File: src/rtl/fifo_pkg.sv
// Shared width and pointer-wrap helpers for the single-clock FWFT FIFO.
package fifo_pkg;

   function automatic int cnt_w(input int depth);
      return $clog2(depth + 1);
   endfunction

   function automatic int ptr_w(input int depth);
      return ($clog2(depth) < 1) ? 1 : $clog2(depth);
   endfunction

   // Explicit wrap so non-power-of-2 depths never index past DEPTH-1.
   function automatic int unsigned ptr_inc(input int unsigned ptr, input int unsigned depth);
      return (ptr >= depth - 1) ? 0 : ptr + 1;
   endfunction

endpackage

File: src/rtl/sync_fifo_mem.sv
// DEPTH x DATA_WIDTH storage: synchronous write, asynchronous read (distributed RAM).
module sync_fifo_mem #(
   parameter int DATA_WIDTH = 32,
   parameter int DEPTH      = 16,
   parameter int PW         = 4
) (
   input  logic                  clk,
   input  logic                  we,
   input  logic [PW-1:0]         waddr,
   input  logic [DATA_WIDTH-1:0] wdata,
   input  logic [PW-1:0]         raddr,
   output logic [DATA_WIDTH-1:0] rdata
);

   logic [DATA_WIDTH-1:0] mem [DEPTH];

   always_ff @(posedge clk) begin
      if (we) mem[waddr] <= wdata;
   end

   assign rdata = mem[raddr];

endmodule

File: src/rtl/sync_fifo_fwft.sv
// Single-clock first-word-fall-through FIFO with occupancy count and almost flags.
// Optional sticky overflow/underflow outputs under `define SYNC_FIFO_ERR_FLAGS_EN.
module sync_fifo_fwft
   import fifo_pkg::*;
#(
   parameter int DATA_WIDTH = 32,
   parameter int DEPTH      = 16,
   parameter int AF_THRESH  = DEPTH - 2,
   parameter int AE_THRESH  = 2
) (
   input  logic                     clk,
   input  logic                     rst,
   input  logic                     w_en,
   input  logic [DATA_WIDTH-1:0]    data_in,
   input  logic                     r_en,
   output logic [DATA_WIDTH-1:0]    data_out,
   output logic                     full,
   output logic                     empty,
   output logic                     almost_full,
   output logic                     almost_empty,
   output logic [cnt_w(DEPTH)-1:0]  count
`ifdef SYNC_FIFO_ERR_FLAGS_EN
   ,
   output logic                     overflow,
   output logic                     underflow
`endif
);

   localparam int CW = cnt_w(DEPTH);
   localparam int PW = ptr_w(DEPTH);

   if (DEPTH < 2) begin : g_depth_chk
      $error("sync_fifo_fwft: DEPTH must be >= 2");
   end
   if (AF_THRESH > DEPTH) begin : g_af_chk
      $error("sync_fifo_fwft: AF_THRESH must not exceed DEPTH");
   end
   if (AE_THRESH >= AF_THRESH) begin : g_ae_chk
      $warning("sync_fifo_fwft: AE_THRESH >= AF_THRESH, almost flags overlap");
   end

   logic [PW-1:0] rd_ptr;
   logic [PW-1:0] wr_ptr;
   logic [CW-1:0] count_next;
   logic          rd_acc;
   logic          wr_acc;

   // Handshake: w_en is a write request taken when !full (or a same-cycle pop
   // frees a slot); r_en pops the head when !empty. data_out is the head word
   // whenever empty=0, before r_en is raised. Refused requests change nothing.
   assign rd_acc = r_en & ~empty;
   assign wr_acc = w_en & (~full | rd_acc);

   always_comb begin
      count_next = count;
      if (wr_acc & ~rd_acc)      count_next = count + CW'(1);
      else if (rd_acc & ~wr_acc) count_next = count - CW'(1);
   end

   always_ff @(posedge clk) begin
      if (rst) begin
         rd_ptr       <= '0;
         wr_ptr       <= '0;
         count        <= '0;
         empty        <= 1'b1;
         full         <= 1'b0;
         almost_empty <= 1'b1;
         almost_full  <= 1'b0;
      end else begin
         if (wr_acc) wr_ptr <= PW'(ptr_inc(32'(wr_ptr), DEPTH));
         if (rd_acc) rd_ptr <= PW'(ptr_inc(32'(rd_ptr), DEPTH));
         count        <= count_next;
         empty        <= (count_next == '0);
         full         <= (count_next == CW'(DEPTH));
         almost_empty <= (count_next <= CW'(AE_THRESH));
         almost_full  <= (count_next >= CW'(AF_THRESH));
      end
   end

   sync_fifo_mem #(
      .DATA_WIDTH (DATA_WIDTH),
      .DEPTH      (DEPTH),
      .PW         (PW)
   ) u_mem (
      .clk   (clk),
      .we    (wr_acc),
      .waddr (wr_ptr),
      .wdata (data_in),
      .raddr (rd_ptr),
      .rdata (data_out)
   );

`ifdef SYNC_FIFO_ERR_FLAGS_EN
   always_ff @(posedge clk) begin
      if (rst) begin
         overflow  <= 1'b0;
         underflow <= 1'b0;
      end else begin
         if (w_en & ~wr_acc) overflow  <= 1'b1;
         if (r_en & empty)   underflow <= 1'b1;
      end
   end

   overflow_evt: assert property (@(posedge clk) disable iff (rst) !(w_en && !wr_acc))
      else $warning("sync_fifo_fwft: write dropped while full");
   underflow_evt: assert property (@(posedge clk) disable iff (rst) !(r_en && empty))
      else $warning("sync_fifo_fwft: read ignored while empty");
`endif

endmodule

File: config.mk
export PLATFORM = sky130hd
export DESIGN_NAME = sync_fifo_fwft
export DESIGN_NICKNAME = d
export VERILOG_FILES = /design/src/rtl/fifo_pkg.sv /design/src/rtl/sync_fifo_mem.sv /design/src/rtl/sync_fifo_fwft.sv
export SDC_FILE = /design/constraint.sdc
export NUM_CORES = 1
export LEC_CHECK = 0
export ABC_AREA = 1
export CAP_MARGIN = 20
export CELL_PAD_IN_SITES_DETAIL_PLACEMENT = 1
export CELL_PAD_IN_SITES_GLOBAL_PLACEMENT = 1
export CORE_MARGIN = 8
export CORE_UTILIZATION = 46
export DETAILED_ROUTE_END_ITERATION = 6
export PLACE_DENSITY_LB_ADDON = 0.3
export SETUP_SLACK_MARGIN = 0.1
export SYNTH_ARGS = -nofsm -noshare
export SYNTH_HDL_FRONTEND = slang
export SYNTH_SLANG_ARGS = --single-unit
File: constraint.sdc
create_clock -name clk -period 2.78 [get_ports clk]
set_input_delay 0.278 -clock clk [delete_from_list [all_inputs] [get_ports clk]]
set_output_delay 0.278 -clock clk [all_outputs]
set_load 0.02 [all_outputs]
==> reports/metrics.csv <==
metric,value,unit
layout cells sized above 1,12.61,%
fin crit share,95.56,%
WL per Instance,27.32,um
CTS Root Cell,clkbuf_16,
H-Tree Depth,2,
GR Util All Layers,22.46,%
post-place setup slack,0.3122,ns
nets,1667,
largest cells by area after synthesis,"edfxtp_1 (74%), o21ai_0 (6.0%), nor2_1 (5.2%), o221ai_1 (4.8%), dfxtp_1 (2.0%)",
Syn Area/Cell,13.73,um2
I/O Pins,77,
clk buf depth,3,
syn nets,1559,
Post-synth ARST share,0,%
first-pass detailed-route iteration total,5,
Num Clock Sinks,533,
Hold WS,0.4064,ns
endpoints failing setup,0,
hpwl dp,32020,um
Starting Density,46.27,%
die footprint,52310,um2
Chip Width,228.7,um
post-route worst setup slack,0.1235,ns
setup_tns,0,ns
Die Ht,228.7,um
f_max,376.4,MHz
"reg-to-reg slack, setup",0.86,ns
Worst Setup Start Kind,register,
Hold Crit Class,in2reg,
Logic pwr share,11.0,%
worst hold path stage count,2,
Mapped Area,20810,um2
initial antenna violation count,0,
via count,13670,
sequential share of power,50.5,%
max_slew headroom,55.26,%
CTS tree,built,
required time of the worst setup path,2.50,ns
Slew Limit Fails,0,
power share of the clock group,38.5,%
"FF+latch count, synth",533,
r2r startpoint,empty,
Detail Route Antenna Nets,0,
drt drc,0,
first-pass GRT wire length,89530,um
"Primary FF master, synth",edfxtp_1,
Post-Place Cell Area,22740,um2
vias in the first global route,14610,
Mapped Cells,1516,
CTS Buf Count,55,
Core ar.,44990,um2
FP Rows,78,
"Reg clk slew, reported paths",0.06,ns
worst-path fanout max,49,
Sw Share,24.55,%
total gr overflow,0,
fin crit period,2.657,ns
"Design Area, Final",24830,um2
"count leader, synth",edfxtp_1,
sequential area share after synthesis,75.88,%
Setup Crit Path Kind,reg2out,
RSZ-0062 raised after global routing,true,
Sw Pwr,4.363,mW
power density over the cells,715.8,nW/um2
Max Cap Violations,0,
R2R depth,7,
synth-to-layout area growth,19.29,%
"Hold Vio Cnt, Final",0,
outcome,"finished, final reports clean",
DRT iter0 DRCs,1318,
total power,17.77,mW
"Hold-fix buffers, CTS",0,
Synth top cells by count,"edfxtp_1 (512), nor2_1 (288), o21ai_0 (250)",
largest net degree at the start of global routing,60,
ant diodes,0,
Clock Latency Late Sink,0.62,ns
clock skew,0.02607,ns
Slew @ Worst Pin,0.6690,ns
Int Pwr,13.41,mW
Leakage,8.141,nW
post-synth top area cell,edfxtp_1,
Yosys cell types,31,
crit end category,primary output,
Yosys top cell area share,73.86,%
drt via density,6.031,
Post-synth EDFFs,512,
port bufs,76,
arrival time at the worst endpoint,2.38,ns
Detailed Route WL,61920,um
end of the worst register-to-register path,u_mem.mem[8][3],
GP Congestion,0.7593,
YS warnings,0,
hold endpoint,count[2],
fill count,4345,
Peak supply drop,0.0004771,V
Hold Startpoint,rst,
-- sequential cells by signal (all words and copies together) (netlist names), named ones only --
register and count:
almost_empty 1, almost_full 1, count 5, empty 1, full 1, rd_ptr 4, u_mem.mem 512, wr_ptr 4
-- power groups by stage --
stage | clock, mW | sequential [mW] | combinational (mW)
3_3_place_gp | 0 | 9.13 | 1.69
2_1_floorplan | 0 | 9.14 | 0.967
6_report | 6.85 | 8.98 | 1.95
3_5_place_dp | 0 | 9.14 | 1.77
4_1_cts | 6.94 | 8.97 | 1.87
5_1_grt | 7.23 | 8.98 | 2.08
-- per-layer routing --
layer,GRT usage [%],vias up,routed length (um)
met3,4.567,118,4252
li1,-,5973,-
met1,28.06,7052,25340
met5,0,-,0
met2,38.60,523,30650
met4,7.700,0,1674
-- layout by cell type (no fill, tap or decap), types with 3 or more instances in the layout --
| cell | instances |
|---|---|
| buf_4 | 38 |
| o221ai_1 | 112 |
| ha_1 | 7 |
| dfxtp_1 | 17 |
| edfxtp_1 | 512 |
| o21ai_0 | 233 |
| clkinvlp_4 | 3 |
| buf_2 | 9 |
| o22ai_1 | 15 |
| clkbuf_2 | 5 |
| dfxtp_4 | 3 |
| clkdlybuf4s50_1 | 44 |
| buf_6 | 4 |
| clkbuf_16 | 61 |
| buf_12 | 22 |
| clkinv_1 | 17 |
| o211ai_1 | 14 |
| buf_16 | 14 |
| inv_1 | 23 |
| a21oi_1 | 6 |
| nand2_1 | 66 |
| clkdlybuf4s15_2 | 8 |
| nor2_1 | 272 |
| clkbuf_1 | 13 |
| nor2_4 | 16 |
| nand3_1 | 63 |
| o21ai_1 | 28 |
| nand2_2 | 4 |
| nand4_1 | 3 |
| clkinv_2 | 6 |
-- area by class of cell --
| class | count | area, um2 | area share (%) |
|---|---|---|---|
| clock inverters | 31 | 214.0 | 0.8617 |
| flip-flops and latches | 533 | 15810 | 63.66 |
| multi-input cells | 851 | 4517 | 18.19 |
| clock buffers | 68 | 1425 | 5.739 |
| inverters | 27 | 121.4 | 0.4888 |
| repair buffers | 156 | 1994 | 8.032 |
| well taps | 600 | 750.7 | 3.023 |
-- metrics by stage --
step | instances | utilization [%]
detailed placement | 2147 | 50.54
global route | 2266 | 55.19
CTS | 2258 | 54.79
global placement | 2147 | 50.54
floorplan | 1516 | -
finish | 2266 | 55.19
-- cell families after synthesis --
logic type / synth area share [%]
flip-flops: 75.88
adder cells (fa/ha/maj): 0.4208
AND/OR/NAND/NOR: 8.235
XOR/XNOR: 0.1683
AO/OA/AOI/OAI: 12.21
buffers and inverters: 3.078
-- worst max-delay path: stages (launching register included) --
cell and delay [ns]:
dfxtp_4 0.42, clkinv_8 0.14, buf_16 0.22, o21ai_1 0.16, o22ai_1 0.10, o211ai_1 0.27, nand2_1 0.16, clkdlybuf4s15_2 0.28
-- repair_timing --
action                     in CTS  in global routing
cloned                          7                  6
setup endpoints to repair      32                 31
gates resized for setup       109                 48
buffers inserted                5                  2
pin swaps                       9                 18
-- how the worst max path moves through the flow --
stage | to | cells after the start | start
after detailed placement | data_out[10] | 6 | register
final | data_out[5] | 7 | register
after floorplan | u_mem.mem[11][0] | 5 | empty
after global routing | data_out[5] | 7 | register
after CTS | data_out[21] | 6 | register
after global placement | data_out[10] | 6 | register
Power figures use the tool's default switching activity.
==> RTL change 1 (config.mk and constraints unchanged) <==
Add a define of `SYNC_FIFO_ERR_FLAGS_EN`.
--- a/src/rtl/sync_fifo_fwft.sv
+++ b/src/rtl/sync_fifo_fwft.sv
@@ -1,5 +1,7 @@
 // Single-clock first-word-fall-through FIFO with occupancy count and almost flags.
 // Optional sticky overflow/underflow outputs under `define SYNC_FIFO_ERR_FLAGS_EN.
+`define SYNC_FIFO_ERR_FLAGS_EN
+
 module sync_fifo_fwft
    import fifo_pkg::*;
 #(
Behaviour (old outputs only; new: overflow and underflow): unchanged (Yosys induction, for registers that start in step).
==> RTL change 1 against the original RTL <==
  * Worst hold slack got worse by 20 ps
  * Die area increased by 0.32%
  * Sequential cell count increased by 2
  * Critical path depth increased by 2
  * Register-to-register slack got worse by 160 ps
  * Final area increased by 1.4%
  * Global-route usage increased by 0.58 points
  * Power increased by 3.6%
  * Wire length increased by 2.5%
  * Clock skew decreased by 1.0 ps
  * Core utilization increased by 0.68 points
  * Worst setup slack got worse by 55 ps
  * Area after synthesis increased by 0.35%
==> RTL change 1: results <==
group,metric,value,unit
yosys,ys.flop_type,"edfxtp_1",
worst_setup_path,r2r_end,"u_mem.mem[12][2]",
yosys,synth_compound_area_share,12.29,%
yosys,synth_edf_count,512,
clocking,clk_path_buf_depth,3,
outcome,status,"finished clean",
worst_setup_path,crit_family,"buffers and inverters",
routing,drtIter0Drc,1367,
worst_setup_path,r2r_cells,8,
clocking,htree_num_levels,2,
yosys,ys_seq_area_share,75.81,%
global_route,grt_pass1_vias,14870,
power_and_ir_drop,power.internal,0.01389,W
layout,final_nets,1680,
worst_hold_path,whs_endpoint,"underflow",
yosys,synth_common_cells,"edfxtp_1, nor2_1, o21ai_0",
global_route,antenna_found_initial,1,
yosys,syn_nets,1572,
layout,top_register,"u_mem.mem",
worst_setup_path,reg2reg_slack,700,ps
yosys,ys_warn_count,0,
power_and_ir_drop,p_leak,8.277,nW
clocking,cts_buffers,54,
global_route,grt_pass1_wl,92990,um
routing,drt-total-wl,63440,um
place,dp_hpwl,32750,um
yosys,ys_async_sr_fraction,0,%
power_and_ir_drop,ir_drop,0.4507,mV
timing,slew_headroom,50.40,%
worst_hold_path,worstHoldStart,"r_en",
yosys,synthAdderAreaFrac,0.4193,%
global_route,grtUsageTotal,23.04,%
routing,dr_total_vias,13980,
yosys,ys_top_cells_by_area,"edfxtp_1, o21ai_0, nor2_1",
place,dp_slack,254.0,ps
yosys,synthXorXnorAreaFrac,0.1258,%
timing,finalClockSkew,25.05,ps
routing,first_pass_iters,5,
clocking,cts_root_buf,"clkbuf_16",
clocking,clk_latency,620,ps
layout,drive_above_1_share,14.15,%
worst_setup_path,cpMaxStageDelayCell,"dfxtp_4",
yosys,synth.distinct_cells,30,
worst_setup_path,timing.rr.start,"empty",
worst_setup_path,crit_arrival,2430,ps
worst_setup_path,criticalPathCategory,"reg -> out",
worst_hold_path,min_path_type,"in -> reg",
layout,n_antenna_cell,0,
place,globalplace.congestion,0.7544,
worst_hold_path,hold_depth,3,
place,place.port_buffers,78,
worst_setup_path,slowest_delay,490,ps
routing,drc,0,
worst_setup_path,cp_max_fo,11,
layout,reg.largest.list,"u_mem.mem x512, count x5",
global_route,grt_max_degree,83,
[RTL change 1: cell count changes after synthesis, sizes merged, moves of 2 or more]
cell,before,now
nand2,70,68
dfxtp,21,23
o221ai,113,110
a21oi,6,4
clkbuf,58,60
inv,27,30
o21ai,262,264
o22ai,15,18
nor2,288,293
o211ai,15,18
[RTL change 1: cell families after synthesis]
kind of cell / Yosys count
adders and majority gates: 7
buffers and inverters: 136
and+or+nand+nor: 432
DFF: 535
AOI/OAI and AO/OA: 416
xor gates and xnor gates: 3
[RTL change 1: how the worst max path moves through the flow]
stage	cells past startpoint	to	slack [ps]
after floorplan	7	u_mem.mem[0][0]	40
after CTS	7	data_out[5]	-5
after detailed placement	8	u_mem.mem[13][4]	250
after global placement	8	u_mem.mem[2][23]	340
after global routing	8	data_out[1]	-3
final	9	data_out[5]	70
[RTL change 1: routing by layer]
| metal | up-vias | track usage (%) | wire length (um) |
|---|---|---|---|
| met5 | - | 0 | 9 |
| met4 | 2 | 7.272 | 1768 |
| met3 | 137 | 3.733 | 3989 |
| met2 | 522 | 39.68 | 31850 |
| met1 | 7304 | 29.64 | 25820 |
| li1 | 6017 | - | - |
[RTL change 1: tightest hold or removal path: cells and delay by family]
family | cells | cell delay [ps]
buf+inv | 1 | 460
compound gates | 1 | 150
simple gates | 1 | 50
[RTL change 1: power by group through the flow]
stage / clock [W] / combinational [W] / sequential (W)
global route: 0.00765 / 0.00224 / 0.00902
CTS: 0.00737 / 0.00195 / 0.00902
finish: 0.00730 / 0.00209 / 0.00902
detailed placement: 0 / 0.00182 / 0.00918
floorplan: 0 / 0.000990 / 0.00918
global placement: 0 / 0.00175 / 0.00917
[RTL change 1: per-stage QoR]
stage	instances	area, sq um	hold slack [ps]	setup TNS [ps]
after floorplan	1529	20890	376.9	0
after global placement	2158	22770	459.0	0
after detailed placement	2158	22770	462.4	0
after CTS	2269	24870	357.0	-5.185
after global routing	2282	25190	416.3	-3.097
final	2282	25190	386.0	0
[RTL change 1: final cells by class]
cell class	count	area, sq um
Inverter	30	130.1
Timing Repair inverter	1	11.26
Tap cell	600	750.7
Fill cell	4375	19900
Sequential cell	535	15850
Multi-Input combinational cell	858	4628
Timing Repair Buffer	157	2061
Clock buffer	73	1474
Clock inverter	28	286.5
[RTL change 1: what timing repair did]
item | CTS | global route
endpoints found under the setup margin | 32 | 29
gates cloned | 8 | 7
buffers inserted | 2 | 6
pin swaps | 2 | 45
gates resized for setup | 120 | 109
==> RTL change 2 (same settings) <==
Made on the original files. Register the output `count` once more, cleared by the reset; this adds one clock of latency there. The other outputs are not delayed to match.
--- a/src/rtl/sync_fifo_fwft.sv
+++ b/src/rtl/sync_fifo_fwft.sv
@@ -29,6 +29,8 @@
    localparam int CW = cnt_w(DEPTH);
    localparam int PW = ptr_w(DEPTH);
 
+   logic [cnt_w(DEPTH)-1:0] count_s0;
+
    if (DEPTH < 2) begin : g_depth_chk
       $error("sync_fifo_fwft: DEPTH must be >= 2");
    end
@@ -52,16 +54,16 @@
    assign wr_acc = w_en & (~full | rd_acc);
 
    always_comb begin
-      count_next = count;
-      if (wr_acc & ~rd_acc)      count_next = count + CW'(1);
-      else if (rd_acc & ~wr_acc) count_next = count - CW'(1);
+      count_next = count_s0;
+      if (wr_acc & ~rd_acc)      count_next = count_s0 + CW'(1);
+      else if (rd_acc & ~wr_acc) count_next = count_s0 - CW'(1);
    end
 
    always_ff @(posedge clk) begin
       if (rst) begin
          rd_ptr       <= '0;
          wr_ptr       <= '0;
-         count        <= '0;
+         count_s0     <= '0;
          empty        <= 1'b1;
          full         <= 1'b0;
          almost_empty <= 1'b1;
@@ -69,7 +71,7 @@
       end else begin
          if (wr_acc) wr_ptr <= PW'(ptr_inc(32'(wr_ptr), DEPTH));
          if (rd_acc) rd_ptr <= PW'(ptr_inc(32'(rd_ptr), DEPTH));
-         count        <= count_next;
+         count_s0     <= count_next;
          empty        <= (count_next == '0);
          full         <= (count_next == CW'(DEPTH));
          almost_empty <= (count_next <= CW'(AE_THRESH));
@@ -107,5 +109,13 @@
       else $warning("sync_fifo_fwft: read ignored while empty");
 `endif
 
+   always_ff @(posedge clk) begin
+      if (rst) begin
+         count <= '0;
+      end else begin
+         count <= count_s0;
+      end
+   end
+
 endmodule
 
Function: changed (Yosys sat finds a counterexample within 4 cycles, from zero or initial values and one cycle with rst high).
==> RTL change 2 against the original RTL <==
  * Maximum frequency shrank 2.8%
  * Power increased by 2.7%
  * Critical endpoint is now data_out[19]
  * Worst setup slack got worse by 78 ps
  * Area after synthesis grew 1.7%
  * Largest power group unchanged
  * Wire length up 1.9%
  * Final area grew 2.2%
  * Sequential cell count rose by 5
  * Count of clock-buffer cells in the layout grew 5
==> RTL change 2: results <==
group,metric,value,unit
outcome,status,"finished clean",
worst_setup_path,cp_max_fo,20,
place,dp_hpwl,33560,um
routing,dr_total_vias,14290,
place,post_dp_cell_area,23290,sq um
timing,finalClockSkew,18.72,ps
routing,wl_met3,3835,um
clocking,cts_buffers,56,
layout,n_all_buffers,157,
global_route,grtUsageMet3,4.427,%
routing,wl_per_cell,26.24,um
layout,clkCellAreaFrac,6.846,%
global_route,grt_pass1_wl,92720,um
global_route,grtUsageMet2,39.84,%
worst_setup_path,reg2reg_slack,720,ps
global_route,antenna_found_initial,1,
worst_setup_path,crit_arrival,2460,ps
yosys,ys_top_cells_by_area,"edfxtp_1, nor2_1, o21ai_0",
timing,hold_slack,444.6,ps
yosys,syn_nets,1696,
routing,routedLengthMet1,25570,um
layout,reg.largest.list,"u_mem.mem x512, count x5, count_s0 x5",
yosys,synth.distinct_cells,26,
layout,buffer_area_share,7.950,%
routing,dr_wl_met2,31870,um
worst_setup_path,slowest_delay,360,ps
layout,multi_input_gates,983,
layout,multi_input_area,4841,sq um
layout,n_all_inverters,26,
layout,clkbuf_count,73,
routing,drtIter0Drc,1371,
worst_setup_path,r2r_end,"u_mem.mem[14][10]",
worst_hold_path,worstHoldStart,"r_en",
yosys,synth_common_cells,"edfxtp_1, nor2_1, o21ai_0",
clocking,htree_num_levels,2,
worst_setup_path,crit_end,"data_out[19]",
global_route,grtUsageTotal,22.91,%
clocking,postCtsSetupBuffers,9,
clocking,cts_resized,107,
layout,ff_latch_area,15910,sq um
power_and_ir_drop,power_density,719.7,nW/um^2
clocking,clock-sinks,538,
global_route,grt_max_degree,62,
global_route,grtUsageMet1,28.41,%
worst_hold_path,hold_depth,5,
layout,final_nets,1805,
power_and_ir_drop,p_leak,8.305,nW
place,globalplace.congestion,0.7521,
layout,fillers,4487,
routing,routed.top_layer,"met5",
layout,drive_above_1_share,11.91,%
power_and_ir_drop,ir_drop,0.5738,mV
timing,worst_slew_pin_slew,633.3,ps
routing,first_pass_iters,5,
global_route,grt_pass1_vias,15280,
## RTL change 2: logic make-up (layout without fill, tap and decap cells)
logic type | after synthesis | in the layout | share of synthesized area (%)
AND/OR/NAND/NOR | 543 | 543 | 10.00
AO/OA/AOI/OAI | 429 | 429 | 11.66
buffers and inverters | 132 | 284 | 2.660
adder cells (fa/ha/maj) | 7 | 7 | 0.4138
XOR/XNOR | 4 | 4 | 0.1656
flip-flops | 538 | 538 | 75.10
## RTL change 2: report_power, final
| part | internal (W) | switching (W) |
|---|---|---|
| Clock | 0.00413 | 0.00308 |
| Sequential | 0.00899 | 0.0000472 |
| Combinational | 0.000713 | 0.00129 |
| Total | 0.0138 | 0.00442 |
## RTL change 2: metrics by stage
stage / instances / worst slack (ps) / total power, W
after floorplan: 1653 / -110.3 / 0.01024
after global placement: 2286 / 326.4 / 0.01099
after detailed placement: 2286 / 265.7 / 0.01108
after CTS: 2401 / 64.19 / 0.01834
after global routing: 2405 / -51.51 / 0.01880
final: 2405 / 45.74 / 0.01826
